$ cat config.mk
export PLATFORM = sky130hd
export DESIGN_NAME = uart_rx
export DESIGN_NICKNAME = d
export VERILOG_FILES = /design/src/rtl/uart_pkg.sv /design/src/rtl/sync_2ff.sv /design/src/rtl/uart_rx.sv
export SDC_FILE = /design/constraint.sdc
export NUM_CORES = 1
export LEC_CHECK = 0
export BUFFER_PORTS_ARGS = -buffer_cell sky130_fd_sc_hd__buf_2
export CORE_ASPECT_RATIO = 1.25
export CORE_UTILIZATION = 53
export CTS_CLUSTER_DIAMETER = 40
export DETAILED_ROUTE_END_ITERATION = 6
export PLACE_DENSITY = 0.77
export SLEW_MARGIN = 15
export SYNTH_ARGS = -nofsm -noshare
export SYNTH_HDL_FRONTEND = slang
export SYNTH_SLANG_ARGS = --single-unit
export TNS_END_PERCENT = 1
$ cat constraint.sdc
create_clock -name clk -period 1.9 [get_ports clk]
set_clock_uncertainty 0.05 [all_clocks]
set_input_delay 0 -clock clk [delete_from_list [all_inputs] [get_ports clk]]
set_output_delay 0 -clock clk [all_outputs]
set_load 0.02 [all_outputs]
$ cat src/rtl/uart_pkg.sv
// Shared types for the UART receiver. The PARITY state exists in every build
// so state encodings stay identical with or without UART_RX_PARITY_EN.
package uart_pkg;

    localparam int UART_DATA_BITS = 8;

    typedef enum logic [2:0] {
        IDLE,
        START,
        DATA,
        PARITY,
        STOP,
        RECOVER
    } uart_rx_state_t;

endpackage

$ cat src/rtl/sync_2ff.sv
// Two-flop synchronizer for a single asynchronous input.
// The reset value is a parameter so that idle-high lines come out of reset inactive.
module sync_2ff #(
    parameter logic RESET_VAL = 1'b1
) (
    input  logic clk,
    input  logic reset,
    input  logic d,
    output logic q
);

    logic meta;

    always_ff @(posedge clk) begin
        if (reset) begin
            meta <= RESET_VAL;
            q    <= RESET_VAL;
        end else begin
            meta <= d;
            q    <= meta;
        end
    end

endmodule

$ cat src/rtl/uart_rx.sv
// 8N1 UART receiver with mid-bit sampling and a valid/ready byte output.
// Define UART_RX_PARITY_EN to insert a parity bit between the data bits and the stop bit.
//
// state   | meaning
// IDLE    | line idle, waiting for a falling edge on rxs
// START   | half-bit wait, then confirm the start bit (reject glitches)
// DATA    | sample 8 data bits, LSB first, one per bit period
// PARITY  | sample the parity bit (reachable only with UART_RX_PARITY_EN)
// STOP    | sample the stop bit; deliver the byte or flag a framing error
// RECOVER | stop bit was 0; wait for the line to return high
module uart_rx
    import uart_pkg::*;
#(
    parameter int CLKS_PER_BIT = 868,
    parameter int PARITY_ODD   = 0
) (
    input  logic       clk,
    input  logic       reset,
    input  logic       rxd,
    output logic [7:0] data_o,
    output logic       valid_o,
    input  logic       ready_i,
    output logic       frame_err_o,
    output logic       overrun_o,
    output logic       parity_err_o
);

    localparam int CNT_W = $clog2(CLKS_PER_BIT);
    localparam logic [CNT_W-1:0] FULL_LOAD = CNT_W'(CLKS_PER_BIT - 1);
    localparam logic [CNT_W-1:0] HALF_LOAD = CNT_W'(CLKS_PER_BIT / 2 - 1);
    localparam logic PARITY_SENSE = (PARITY_ODD != 0);

`ifdef UART_RX_PARITY_EN
    localparam uart_rx_state_t AFTER_DATA = PARITY;
`else
    localparam uart_rx_state_t AFTER_DATA = STOP;
`endif

    uart_rx_state_t            state, state_nxt;
    logic [CNT_W-1:0]          clk_cnt, clk_cnt_nxt;
    logic [2:0]                bit_cnt, bit_cnt_nxt;
    logic [UART_DATA_BITS-1:0] shift_reg, shift_nxt;
    logic                      parity_bad, parity_bad_nxt;
    logic                      deliver;
    logic                      frame_err_nxt;
    logic                      rxs;
    logic                      tc;
    logic                      accept;

    sync_2ff #(.RESET_VAL(1'b1)) u_sync (
        .clk   (clk),
        .reset (reset),
        .d     (rxd),
        .q     (rxs)
    );

    assign tc     = (clk_cnt == '0);
    assign accept = valid_o & ready_i;

    // Bit timer is a down-counter; each state samples at terminal count.
    always_comb begin
        state_nxt      = state;
        clk_cnt_nxt    = clk_cnt;
        bit_cnt_nxt    = bit_cnt;
        shift_nxt      = shift_reg;
        parity_bad_nxt = parity_bad;
        deliver        = 1'b0;
        frame_err_nxt  = 1'b0;
        case (state)
            IDLE: begin
                if (!rxs) begin
                    state_nxt      = START;
                    clk_cnt_nxt    = HALF_LOAD;
                    bit_cnt_nxt    = '0;
                    parity_bad_nxt = 1'b0;
                end
            end
            START: begin
                if (tc) begin
                    clk_cnt_nxt = FULL_LOAD;
                    state_nxt   = rxs ? IDLE : DATA;
                end else begin
                    clk_cnt_nxt = clk_cnt - 1'b1;
                end
            end
            DATA: begin
                if (tc) begin
                    shift_nxt[bit_cnt] = rxs;
                    bit_cnt_nxt        = bit_cnt + 1'b1;
                    clk_cnt_nxt        = FULL_LOAD;
                    if (bit_cnt == 3'd7) begin
                        state_nxt = AFTER_DATA;
                    end
                end else begin
                    clk_cnt_nxt = clk_cnt - 1'b1;
                end
            end
            PARITY: begin
                if (tc) begin
                    parity_bad_nxt = (rxs != ((^shift_reg) ^ PARITY_SENSE));
                    clk_cnt_nxt    = FULL_LOAD;
                    state_nxt      = STOP;
                end else begin
                    clk_cnt_nxt = clk_cnt - 1'b1;
                end
            end
            STOP: begin
                if (tc) begin
                    if (rxs) begin
                        deliver   = !parity_bad;
                        state_nxt = IDLE;
                    end else begin
                        frame_err_nxt = 1'b1;
                        state_nxt     = RECOVER;
                    end
                end else begin
                    clk_cnt_nxt = clk_cnt - 1'b1;
                end
            end
            RECOVER: begin
                if (rxs) begin
                    state_nxt = IDLE;
                end
            end
            default: begin
                state_nxt = IDLE;
            end
        endcase
    end

    always_ff @(posedge clk) begin
        if (reset) begin
            state       <= IDLE;
            clk_cnt     <= '0;
            bit_cnt     <= '0;
            shift_reg   <= '0;
            parity_bad  <= 1'b0;
            frame_err_o <= 1'b0;
        end else begin
            state       <= state_nxt;
            clk_cnt     <= clk_cnt_nxt;
            bit_cnt     <= bit_cnt_nxt;
            shift_reg   <= shift_nxt;
            parity_bad  <= parity_bad_nxt;
            frame_err_o <= frame_err_nxt;
        end
    end

    // A delivery coinciding with an accept replaces the byte without an overrun.
    always_ff @(posedge clk) begin
        if (reset) begin
            data_o    <= '0;
            valid_o   <= 1'b0;
            overrun_o <= 1'b0;
        end else begin
            overrun_o <= 1'b0;
            if (deliver) begin
                if (!valid_o || accept) begin
                    data_o  <= shift_reg;
                    valid_o <= 1'b1;
                end else begin
                    overrun_o <= 1'b1;
                end
            end else if (accept) begin
                valid_o <= 1'b0;
            end
        end
    end

`ifdef UART_RX_PARITY_EN
    always_ff @(posedge clk) begin
        if (reset) begin
            parity_err_o <= 1'b0;
        end else begin
            parity_err_o <= (state == STOP) && tc && parity_bad;
        end
    end
`else
    assign parity_err_o = 1'b0;
`endif

endmodule

==> metrics.cfg <==
[clock_tree]
cts_num_sinks=38
cts_buffer_depth=2
cts_made_buffers=5
root_buffer=clkbuf_8
insertion_delay_ns=0.30
cts_max_level=2
cts_tree=yes
path_clk_slew_ns=0.08

[grt]
grt_pass1_wl_um=8520
grt_max_degree=27
use_met3_pct=5.67
top_usage_layer=met2
met2_usage_pct=47.3
grt_overflow=0
grt_use_met1_pct=31.6
grt_pass1_vias=1852
antenna_found_initial=0
grtUsageTotal_pct=27.2

[critical_path]
reg2regPathDepth=8
cp_top_family=simple AND/OR/NAND/NOR gates
critPathSlowestCell=or4b_4
critPathMaxStageDelay_ns=0.52
crit_arrival_ns=2.16
cp.depth=8
startpoint_type=flop
crit_buf_inv=2
crit_fanout=6
path_class=flop to flop
worstPathCellList=inv_2 > ha_4 > or4b_4 > nor4_4 > buf_4 > nand3_2 > mux2i_1 > nor2_1
crit_required_ns=2.03
crit_path_end_kind=flop

[logic_synthesis]
syn_avg_cell_area_um2=8.67
ys_types=50
synth_seq_cells=38
synth_edf_count=0
synthArstFlopShare_pct=0
seq_area_frac_synth_pct=37.5
yosysWarnings=0
synthCells=234
synthFlopType=dfxtp_1
syn-cell-area_mm2=0.00203
synth_fp_nets=242

[drt]
wl_um=5230
num_vias=1950
vias_per_cell=6.09
firstDrtPassIters=7
wl_per_cell_um=16.3
drt_iter0_drc=145
ant_nets=0
drc=2

[place]
dpl.hpwl_um=3570
portBuffers=14
place_congestion=0.871
placed_cells=307
pre_cts_slack_ns=-0.232

[final_layout]
diodes=0
largest_reg_flops=10
layout-drive-gt1-share_pct=30.6
final_util_pct=71.8
final-seq-area_um2=763
fin_nets=288
multi_input_area_mm2=0.00124
n_fill_cell=264
area_delta_synth_final_pct=26.5
layout.cells.non_filler=320

[sta]
setup_slack_ns=-0.134
rsz0062_at_grt=true
fin_tns_setup_ns=-1.04
max_freq_mhz=492
setup_viol_count_final=13
hold_violations=0
post-route-min-period_ns=2.03
timing.final.max_slew_violations=0
min_period_over_period_pct=107

[status]
status=finished with violations
violations=DRC, setup timing

[floorplanning]
core_area_mm2=0.00357
ios=16
die_h_um=71.2
die_area_mm2=0.00408
die-width_um=57.3
start_util_pct=56.8
rows=24

[power]
powerDensity_mw_per_mm2=808
ir_drop_uv=515
power_uw=2070
leakage_uw=0.00106

[job]
max_cap_viol_count=0

[min_path]
hold_class=input port to flop
hold_depth=2

[layout make-up]
type                            instances  area share (%)
Clock inverter                          2           0.488
Tap cell                               39            1.90
Sequential cell                        38            29.7
Multi-Input combinational cell        174            48.3
Clock buffer                            6            3.22
Inverter                                5           0.731
Timing Repair Buffer                   56            15.7
[cells in the final DEF, fill, tap and decap left out, types with 5 or more instances in the layout]
| cell | instances |
|---|---|
| buf_2 | 14 |
| buf_4 | 37 |
| nand4b_1 | 5 |
| nor2_1 | 34 |
| dfxtp_1 | 36 |
| nand2_1 | 13 |
| mux2i_1 | 16 |
| xnor2_1 | 6 |
| a21oi_1 | 12 |
| nor3_1 | 6 |
| clkbuf_8 | 6 |
[power by group]
part           leakage (uW)  internal [uW]  switching (uW)  total, uW
clock network     0.0000472            292             306        597
registers          0.000309            821            21.3        843
logic              0.000703            306             327        633
[routing by layer]
metal	routed length [um]	vias to the layer above
met5	0	-
met4	133	0
met3	259	15
met2	2760	72
met1	2070	920
li1	-	943
[final timing paths]
kind | slack, ns | startpoint | to
hold reg to reg | 0.37 | u_sync.meta$_SDFF_PP1_ | u_sync.q$_SDFF_PP1_
setup reg to reg | -0.13 | clk_cnt[0]$_SDFFE_PP0P_ | shift_reg[1]$_SDFFE_PP0P_
hold / removal | 0.09 | reset | data_o[1]$_SDFFE_PP0P_
setup / recovery | -0.13 | clk_cnt[0]$_SDFFE_PP0P_ | shift_reg[1]$_SDFFE_PP0P_
[synth_stat cells, types with 3 or more instances]
cell | n | area (um2)
a211oi_1 | 4 | 30.0
nor3_1 | 7 | 35.0
nand4_1 | 4 | 25.0
inv_1 | 5 | 18.8
o21ai_0 | 8 | 40.0
nand4b_1 | 5 | 43.8
nand3_1 | 6 | 30.0
ha_1 | 4 | 50.1
a311oi_1 | 3 | 26.3
o22ai_1 | 4 | 25.0
clkbuf_1 | 12 | 45.0
xnor2_1 | 6 | 52.6
a21oi_1 | 12 | 60.1
dfxtp_1 | 38 | 761
nor2_1 | 34 | 128
mux2i_1 | 16 | 160
or2_2 | 4 | 25.0
nor4_1 | 4 | 25.0
nand2_1 | 13 | 48.8
nand3b_1 | 4 | 30.0
nor2b_1 | 3 | 18.8
[per-stage QoR]
stage	hold slack [ns]	area, um2
after global placement	0.133	2350
after floorplan	0.0538	2030
after detailed placement	0.139	2350
after global routing	0.106	2570
after CTS	0.0815	2510
final	0.0888	2570
[kinds of logic after synthesis]
family	share of synthesized area, %
fa+ha+maj	2.47
flops	37.5
xor+xnor	4.13
mux	8.45
simple gates	27.6
other cells	0.185
buf+inv	4.93
compound gates	14.7
[timing repair]
| action | CTS | global route |
|---|---|---|
| resized for setup | 10 | 13 |
| gates cloned | 0 | 0 |
| pin swaps | 5 | 9 |
| endpoints found under the setup margin | 34 | 35 |
| endpoints found under the hold margin | 3 | 0 |
| buffers inserted | 2 | 1 |
| hold buffers | 2 | 0 |
(Power assumes the default switching activity.)
